### src/rtl/iob_fifo_t2p_ctrl.sv
// Single-clock FIFO controller driving an external true two-port RAM.
// Tracks pointers, occupancy, read-valid and sticky error flags.
module iob_fifo_t2p_ctrl #(
  parameter int DATA_W = 8,
  parameter int ADDR_W = 4
) (
  input  logic              clk,
  input  logic              rst_n,
  input  logic              clr,
  input  logic              w_en,
  input  logic [DATA_W-1:0] w_data,
  output logic              w_full,
  input  logic              r_en,
  output logic [DATA_W-1:0] r_data,
  output logic              r_valid,
  output logic              r_empty,
  output logic [ADDR_W:0]   level,
  output logic              overflow,
  output logic              underflow,
  output logic              ext_mem_w_en,
  output logic [ADDR_W-1:0] ext_mem_w_addr,
  output logic [DATA_W-1:0] ext_mem_w_data,
  output logic              ext_mem_r_en,
  output logic [ADDR_W-1:0] ext_mem_r_addr,
  input  logic [DATA_W-1:0] ext_mem_r_data
);

  localparam logic [ADDR_W:0] DEPTH = {1'b1, {ADDR_W{1'b0}}};
  localparam logic [ADDR_W:0] LVL_ONE = {{ADDR_W{1'b0}}, 1'b1};
  localparam logic [ADDR_W-1:0] PTR_ONE = {{(ADDR_W-1){1'b0}}, 1'b1};

  logic [ADDR_W-1:0] wptr_q, wptr_d;
  logic [ADDR_W-1:0] rptr_q, rptr_d;
  logic [ADDR_W:0]   level_q, level_d;
  logic              r_valid_q, r_valid_d;
  logic              ovf_q, ovf_d;
  logic              unf_q, unf_d;
  logic              push_ok;
  logic              pop_ok;

  assign w_full  = (level_q == DEPTH);
  assign r_empty = (level_q == '0);

  // clr masks both accepts so the RAM sees no access in the clear cycle
  assign push_ok = w_en & ~w_full & ~clr;
  assign pop_ok  = r_en & ~r_empty & ~clr;

  assign ext_mem_w_en   = push_ok;
  assign ext_mem_w_addr = wptr_q;
  assign ext_mem_w_data = w_data;
  assign ext_mem_r_en   = pop_ok;
  assign ext_mem_r_addr = rptr_q;

  assign r_data    = ext_mem_r_data;
  assign r_valid   = r_valid_q;
  assign level     = level_q;
  assign overflow  = ovf_q;
  assign underflow = unf_q;

  // Next-state: clear wins, otherwise pointer/level/flag updates
  always_comb begin
    wptr_d    = wptr_q;
    rptr_d    = rptr_q;
    level_d   = level_q;
    r_valid_d = pop_ok;
    ovf_d     = ovf_q | (w_en & w_full);
    unf_d     = unf_q | (r_en & r_empty);
    if (push_ok) wptr_d = wptr_q + PTR_ONE;
    if (pop_ok)  rptr_d = rptr_q + PTR_ONE;
    unique case ({push_ok, pop_ok})
      2'b10:   level_d = level_q + LVL_ONE;
      2'b01:   level_d = level_q - LVL_ONE;
      default: level_d = level_q;
    endcase
    if (clr) begin
      wptr_d    = '0;
      rptr_d    = '0;
      level_d   = '0;
      r_valid_d = 1'b0;
      ovf_d     = 1'b0;
      unf_d     = 1'b0;
    end
  end

  // State registers with async active-low reset
  always_ff @(posedge clk or negedge rst_n) begin
    if (!rst_n) begin
      wptr_q    <= '0;
      rptr_q    <= '0;
      level_q   <= '0;
      r_valid_q <= 1'b0;
      ovf_q     <= 1'b0;
      unf_q     <= 1'b0;
    end else begin
      wptr_q    <= wptr_d;
      rptr_q    <= rptr_d;
      level_q   <= level_d;
      r_valid_q <= r_valid_d;
      ovf_q     <= ovf_d;
      unf_q     <= unf_d;
    end
  end

endmodule

### config.mk
export PLATFORM = sky130hd
export DESIGN_NAME = iob_fifo_t2p_ctrl
export DESIGN_NICKNAME = d
export VERILOG_FILES = /design/src/rtl/iob_fifo_t2p_ctrl.sv
export SDC_FILE = /design/constraint.sdc
export NUM_CORES = 1
export LEC_CHECK = 0
export CELL_PAD_IN_SITES_DETAIL_PLACEMENT = 1
export CELL_PAD_IN_SITES_GLOBAL_PLACEMENT = 1
export CORE_MARGIN = 2
export CORE_UTILIZATION = 30
export DETAILED_ROUTE_END_ITERATION = 7
export HOLD_SLACK_MARGIN = 0.1
export PLACE_DENSITY = 0.87
export REMOVE_ABC_BUFFERS = 1
export SYNTH_ARGS = -nofsm -noshare
export SYNTH_HDL_FRONTEND = slang
export SYNTH_SLANG_ARGS = --single-unit
### constraint.sdc
create_clock -name clk -period 6.9 [get_ports clk]
set_input_delay 1.38 -clock clk [delete_from_list [all_inputs] [get_ports clk]]
set_output_delay 1.38 -clock clk [all_outputs]
set_load 0.02 [all_outputs]
==> impl_metrics.env, run 1 <==
export IMPL_min_from="underflow$_DFF_PN0_"
export IMPL_grt_pass1_wl_um=4970
export IMPL_r2r_setup_slack_ps=4080
export IMPL_design_die_area_mm2=0.00421
export IMPL_seqPwrFrac_pct=30.0
export IMPL_swShare_pct=43.7
export IMPL_place_congestion=0.781
export IMPL_cp_max_fo=8
export IMPL_yosysTopAreaCell="dfrtp_1"
export IMPL_status="finished, final reports clean"
export IMPL_p_leak_nw=0.592
export IMPL_dieWidth_um=64.9
export IMPL_post_route_cells_drive_above_1_share_pct=8.00
export IMPL_yosysTopAreaCellShare_pct=36.0
export IMPL_synth_warnings=0
export IMPL_io_pins=57
export IMPL_synth_cell_types=37
export IMPL_start_util_pct=30.8
export IMPL_drv_slew=0
export IMPL_register_area_um2=400
export IMPL_crit_chain="clkdlybuf4s50_1, a21boi_1, nor2b_1, clkdlybuf4s50_1"
export IMPL_r2r_start="level[1]$_DFFE_PN0P_"
export IMPL_postCtsSetupRepairBufs=0
export IMPL_worstMarginPinSlew_ps=746
export IMPL_numCtsBuffers=3
export IMPL_ctsResizeCount=0
export IMPL_p_per_area_mw_per_mm2=393
export IMPL_multi_input_area_um2=552
export IMPL_cts_hold_buffers_added=0
export IMPL_fin_crit_ps=4640
export IMPL_nets=153
export IMPL_skew_ps=2.43
export IMPL_fmax_mhz=216
export IMPL_hpwl_um=2320
export IMPL_min_period_over_period_pct=67.2
export IMPL_synthTopCellsByArea="dfrtp_1 (36%), buf_4 (11%), nor2_1 (6.8%), ha_1 (5.6%), xor2_1 (4.7%)"
export IMPL_synthFlopType="dfrtp_1"
export IMPL_synth_edf_count=0
export IMPL_endpoint_kind="primary output"
export IMPL_drv_cap=0
export IMPL_grt_pass1_vias=1006
export IMPL_antenna_cells=0
export IMPL_drt_iter0_markers=6
export IMPL_r2r_cells=9
export IMPL_antenna_found_initial=0
export IMPL_peakVddDrop_mv=0.173
export IMPL_postRouteAntennaNets=0
export IMPL_grt_max_degree=22
export IMPL_wirelength_um=3010
export IMPL_reg2reg_to="level[3]$_DFFE_PN0P_"
export IMPL_slew_headroom_pct=50.1
export IMPL_htree_levels=1
export IMPL_synth_common_cells="nor2_1 (20), buf_4 (16), dfrtp_1 (16)"
export IMPL_hold_viol_final=0
export IMPL_synth_async_reset_ratio_pct=100
export IMPL_rows=22
export IMPL_yosys_register_bits=16
export IMPL_avgSynthCellArea_um2=9.34
export IMPL_p_switching_mw=0.227
export IMPL_via_per_inst=5.12
export IMPL_cp_start_kind="input port"
export IMPL_critPathTopFamily="buffers and inverters"
export IMPL_grt_overflow_total=0
export IMPL_rsz0062_at_grt="false"
export IMPL_mappedNetlistArea_mm2=0.00111
export IMPL_clockBufferDepth=2
export IMPL_instances_no_fill=173
export IMPL_hold_end="underflow$_DFF_PN0_"
export IMPL_portBuffers=24
export IMPL_clk_pin_slew_ps=60
export IMPL_path_class="input port to primary output"
export IMPL_final_setup_tns_ps=0
export IMPL_clk_latency_ps=250
export IMPL_drc=0
export IMPL_ys_seq_area_share_pct=36.0
export IMPL_grt_total_usage_pct=15.8
export IMPL_path_common_cell="clkdlybuf4s50_1"
export IMPL_vias=886
export IMPL_dp_cells=169
export IMPL_wire_per_inst_um=17.4
export IMPL_required_ps=5520
export IMPL_min_path_type="flip-flop to flip-flop"
export IMPL_arrival_ps=3260
export IMPL_slowest_delay_ps=640
export IMPL_dr_pass1_iters=4
export IMPL_hold_depth=2
export IMPL_clockRootBuffer="clkbuf_8"
export IMPL_fill_cells=410
export IMPL_setup_viol=0
export IMPL_core_area_mm2=0.00361
export IMPL_tritoncts="yes"
export IMPL_crit_buf_inv=2
export IMPL_cts_sinks=16
export IMPL_crit_slowest_cell="clkdlybuf4s50_1"
export IMPL_share_comb_of_total_power_pct=53.9
export IMPL_syn_to_final_growth_pct=19.0
export IMPL_clockPowerShare_pct=16.1
export IMPL_yosysMostFrequentCell="nor2_1"
export IMPL_p_int_mw=0.292
export IMPL_netlist_instances=119
export IMPL_die_height_um=64.9
==> placed cells by master, fill, tap and decap left out, types with 3 or more instances in the layout <==
master,synthesis,routed
clkdlybuf4s50_1,0,24
nor2_1,20,20
dfrtp_1,16,16
xor2_1,6,6
a21oi_1,5,5
o211ai_1,5,5
ha_1,5,5
inv_1,4,4
clkbuf_8,0,4
nand2b_1,3,3
o21ai_0,3,3
and3_1,3,3
==> worst min-delay path, cell delays in order (launching register included) <==
cell,delay (ps)
dfrtp_1,350
a21oi_1,40
nor2_1,80
==> layout make-up <==
| cell class | count | share of cell area (%) |
|---|---|---|
| clock buffer | 4 | 4.16 |
| inverter | 4 | 1.14 |
| multi-input combinational | 77 | 41.7 |
| sequential | 16 | 30.3 |
| tap | 48 | 4.54 |
| timing repair buffer | 24 | 18.2 |
==> power groups by stage <==
| stage | Combinational [mW] | Sequential [mW] | Clock (mW) |
|---|---|---|---|
| after global placement | 0.267 | 0.155 | 0 |
| after detailed placement | 0.283 | 0.158 | 0 |
| after global routing | 0.308 | 0.161 | 0.0905 |
| after CTS | 0.284 | 0.157 | 0.0860 |
| after floorplan | 0.149 | 0.174 | 0 |
| final | 0.280 | 0.156 | 0.0834 |
==> metal layers <==
metal | GRT usage (%) | share of wire, %
met5 | 0 | 0
met1 | 17.2 | 37
met3 | 7.29 | 11
met4 | 4.79 | 1.1
met2 | 27.2 | 51
==> worst max-delay path by stage <==
stage	cells past startpoint	from	slack, ps	endpoint
2_1_floorplan	2	w_en	3480	ext_mem_w_en
3_3_place_gp	4	w_en	2340	ext_mem_w_en
3_5_place_dp	4	w_en	2250	ext_mem_w_en
4_1_cts	4	w_en	2260	ext_mem_w_en
5_1_grt	4	w_en	2170	ext_mem_w_en
6_report	4	w_en	2260	ext_mem_w_en
==> registers in the layout, summed over array words and instances, names as in the netlist <==
| signal | count |
|---|---|
| level | 5 |
| overflow | 1 |
| r_valid | 1 |
| underflow | 1 |
| ext_mem_r_addr | 4 |
| ext_mem_w_addr | 4 |
==> logic make-up (layout without fill, tap and decap cells) <==
| logic type | Yosys count | count (layout) | share of synthesized area (%) |
|---|---|---|---|
| compound gates | 24 | 24 | 16.7 |
| xor+xnor | 7 | 7 | 5.52 |
| fa+ha+maj | 6 | 6 | 7.43 |
| buf+inv | 26 | 32 | 14.3 |
| flops | 16 | 16 | 36.0 |
| mux | 2 | 2 | 1.80 |
| simple gates | 38 | 38 | 18.2 |
==> through the flow <==
step	worst slack, ps	utilization [%]	hold slack [ps]	total power [mW]	cell area [um2]
after floorplan	3480	-	594	0.323	967
after global placement	2340	35.1	500	0.422	1270
after detailed placement	2250	35.1	498	0.441	1270
after CTS	2260	36.7	516	0.527	1320
after global routing	2170	36.7	577	0.560	1320
final	2260	36.7	510	0.519	1320
Power figures use the tool's default switching activity.
==> inputs of run 2 (changes only) <==
CORE_UTILIZATION = 25   (was 30)
PLACE_DENSITY = 0.78   (was 0.87)
clock period = 4 ns   (was 6.9 ns; I/O delays follow)
==> run 2 against run 1 <==
Critical path type unchanged. Flip-flop and latch count is the same. First-iteration DRC count grew to 6.7 times the previous value. Cell area grew 0.95%. Largest cell class unchanged. Die area grew 19%.
==> impl_metrics.env, run 2 (synthesis gave the netlist of run 1 again) <==
export IMPL_drt_iter0_markers=40
export IMPL_path_class="input port to primary output"
export IMPL_ctsResizeCount=0
export IMPL_final_setup_tns_ps=0
export IMPL_nets=154
export IMPL_cts_hold_buffers_added=0
export IMPL_final_common_cell="clkdlybuf4s50_1"
export IMPL_hold_depth=2
export IMPL_grt_pass1_wl_um=4790
export IMPL_rows=24
export IMPL_worstMarginPinSlew_ps=725
export IMPL_fin_crit_ps=3470
export IMPL_drc=0
export IMPL_post_route_cells_drive_above_1_share_pct=8.73
export IMPL_grt_total_usage_pct=12.3
export IMPL_min_from="underflow$_DFF_PN0_"
export IMPL_htree_levels=1
export IMPL_clk_pin_slew_ps=60
export IMPL_r2r_cells=9
export IMPL_cts_sinks=16
export IMPL_hold_viol_final=0
export IMPL_endpoint_kind="primary output"
export IMPL_grt_max_degree=17
export IMPL_tritoncts="yes"
export IMPL_portBuffers=24
export IMPL_required_ps=3200
export IMPL_reg2reg_to="level[3]$_DFFE_PN0P_"
export IMPL_die_height_um=70.7
export IMPL_final_core_utilization_pct=30.9
export IMPL_syn_to_final_growth_pct=20.2
export IMPL_min_path_type="flip-flop to flip-flop"
export IMPL_setup_viol=0
export IMPL_clockBufferDepth=2
export IMPL_fmax_mhz=288
export IMPL_largest_register_ffs=5
export IMPL_critPathTopFamily="buffers and inverters"
export IMPL_grt_overflow_total=0
export IMPL_clk_latency_ps=250
export IMPL_dieWidth_um=70.7
export IMPL_drv_cap=0
export IMPL_peakVddDrop_mv=0.204
export IMPL_rsz0062_at_grt="false"
export IMPL_place_congestion=0.857
export IMPL_status="finished, final reports clean"
export IMPL_cp_max_fo=8
export IMPL_hpwl_um=2220
export IMPL_start_util_pct=25.7
export IMPL_p_total_mw=0.891
export IMPL_arrival_ps=2670
export IMPL_antenna_cells=0
export IMPL_grt_pass1_vias=944
export IMPL_postCtsSetupRepairBufs=0
export IMPL_wire_per_inst_um=16.3
export IMPL_antenna_found_initial=0
export IMPL_holdWs_ps=507
export IMPL_crit_buf_inv=2
export IMPL_p_leak_nw=0.597
export IMPL_slowest_delay_ps=640
export IMPL_wirelength_um=2910
export IMPL_via_per_inst=4.99
export IMPL_drv_slew=0
export IMPL_clockRootBuffer="clkbuf_8"
export IMPL_layout_common_cells="clkdlybuf4s50_1 (24), nor2_1 (20), dfrtp_1 (16)"
export IMPL_crit_chain="clkdlybuf4s50_1, a21boi_1, nor2b_1, clkdlybuf4s50_1"
export IMPL_r2r_start="level[0]$_DFFE_PN0P_"
export IMPL_crit_slowest_cell="clkdlybuf4s50_1"
export IMPL_postRouteAntennaNets=0
export IMPL_p_per_area_mw_per_mm2=667
export IMPL_cp_start_kind="input port"
export IMPL_path_common_cell="clkdlybuf4s50_1"
export IMPL_design_die_area_mm2=0.00499
export IMPL_skew_ps=2.80
export IMPL_hold_end="underflow$_DFF_PN0_"
export IMPL_min_period_over_period_pct=86.8
export IMPL_core_area_mm2=0.00432
export IMPL_io_pins=57
export IMPL_slew_headroom_pct=51.5
export IMPL_dr_pass1_iters=4
export IMPL_numCtsBuffers=3
export IMPL_r2r_setup_slack_ps=1170
export IMPL_vias=888
-- run 2: cell types whose count changed in the layout (fill, tap and decap cells not counted) --
| cell | delta |
|---|---|
| buf_4 | +1 |
-- run 2: metal layers --
layer	track usage (%)	share of wire (%)	vias up
li1	-	-	407
met1	14.7	41	430
met2	18.7	47	45
met3	6.13	11	6
met4	5.66	1.7	0
met5	0	0	-
-- run 2: area by class of cell --
class                   count  area (um2)
fillers                   514        2990
clock buffers               4        55.1
multi-input cells          77         552
inverters                   4        15.0
flip-flops and latches     16         400
well taps                  52        65.1
repair buffers             25         248
-- run 2: report_power, final --
| part | leakage [nW] | switching [mW] | total, mW | internal, mW |
|---|---|---|---|---|
| Combinational | 0.351 | 0.261 | 0.480 | 0.220 |
| Sequential | 0.217 | 0.0657 | 0.265 | 0.199 |
| Clock | 0.0288 | 0.0582 | 0.146 | 0.0874 |
| Total | 0.597 | 0.384 | 0.891 | 0.506 |
-- run 2: through the flow --
stage | setup WS [ps] | cell area, um2 | instances
floorplan | 1370 | 967 | 97
global placement | 643 | 1280 | 174
detailed placement | 532 | 1280 | 174
CTS | 523 | 1340 | 178
global route | 467 | 1340 | 178
finish | 530 | 1340 | 178
-- run 2: worst reg2reg max path: stages (launching register included) --
cell     delay, ps
dfrtp_1        490
or4_1          710
o21ai_4        250
or3_1          200
inv_1          100
ha_1           320
or2_2          300
a21o_1         180
nand4_1         80
o21ai_0         80
-- run 2: worst max-delay path by stage --
stage | startpoint | endpoint | slack (ps) | depth (start not counted)
6_report | w_en | ext_mem_w_en | 530 | 4
5_1_grt | w_en | ext_mem_w_en | 470 | 4
4_1_cts | w_en | ext_mem_w_en | 520 | 4
3_5_place_dp | w_en | ext_mem_w_en | 530 | 4
3_3_place_gp | w_en | ext_mem_w_en | 640 | 4
2_1_floorplan | level[1]$_DFFE_PN0P_ | level[3]$_DFFE_PN0P_ | 1370 | 9
==> inputs of run 3 (changes only) <==
CTS_CLUSTER_DIAMETER = 100   (was default)
==> results of run 3 <==
Same layout as run 2: the final DEF is identical, and so are final timing and power.
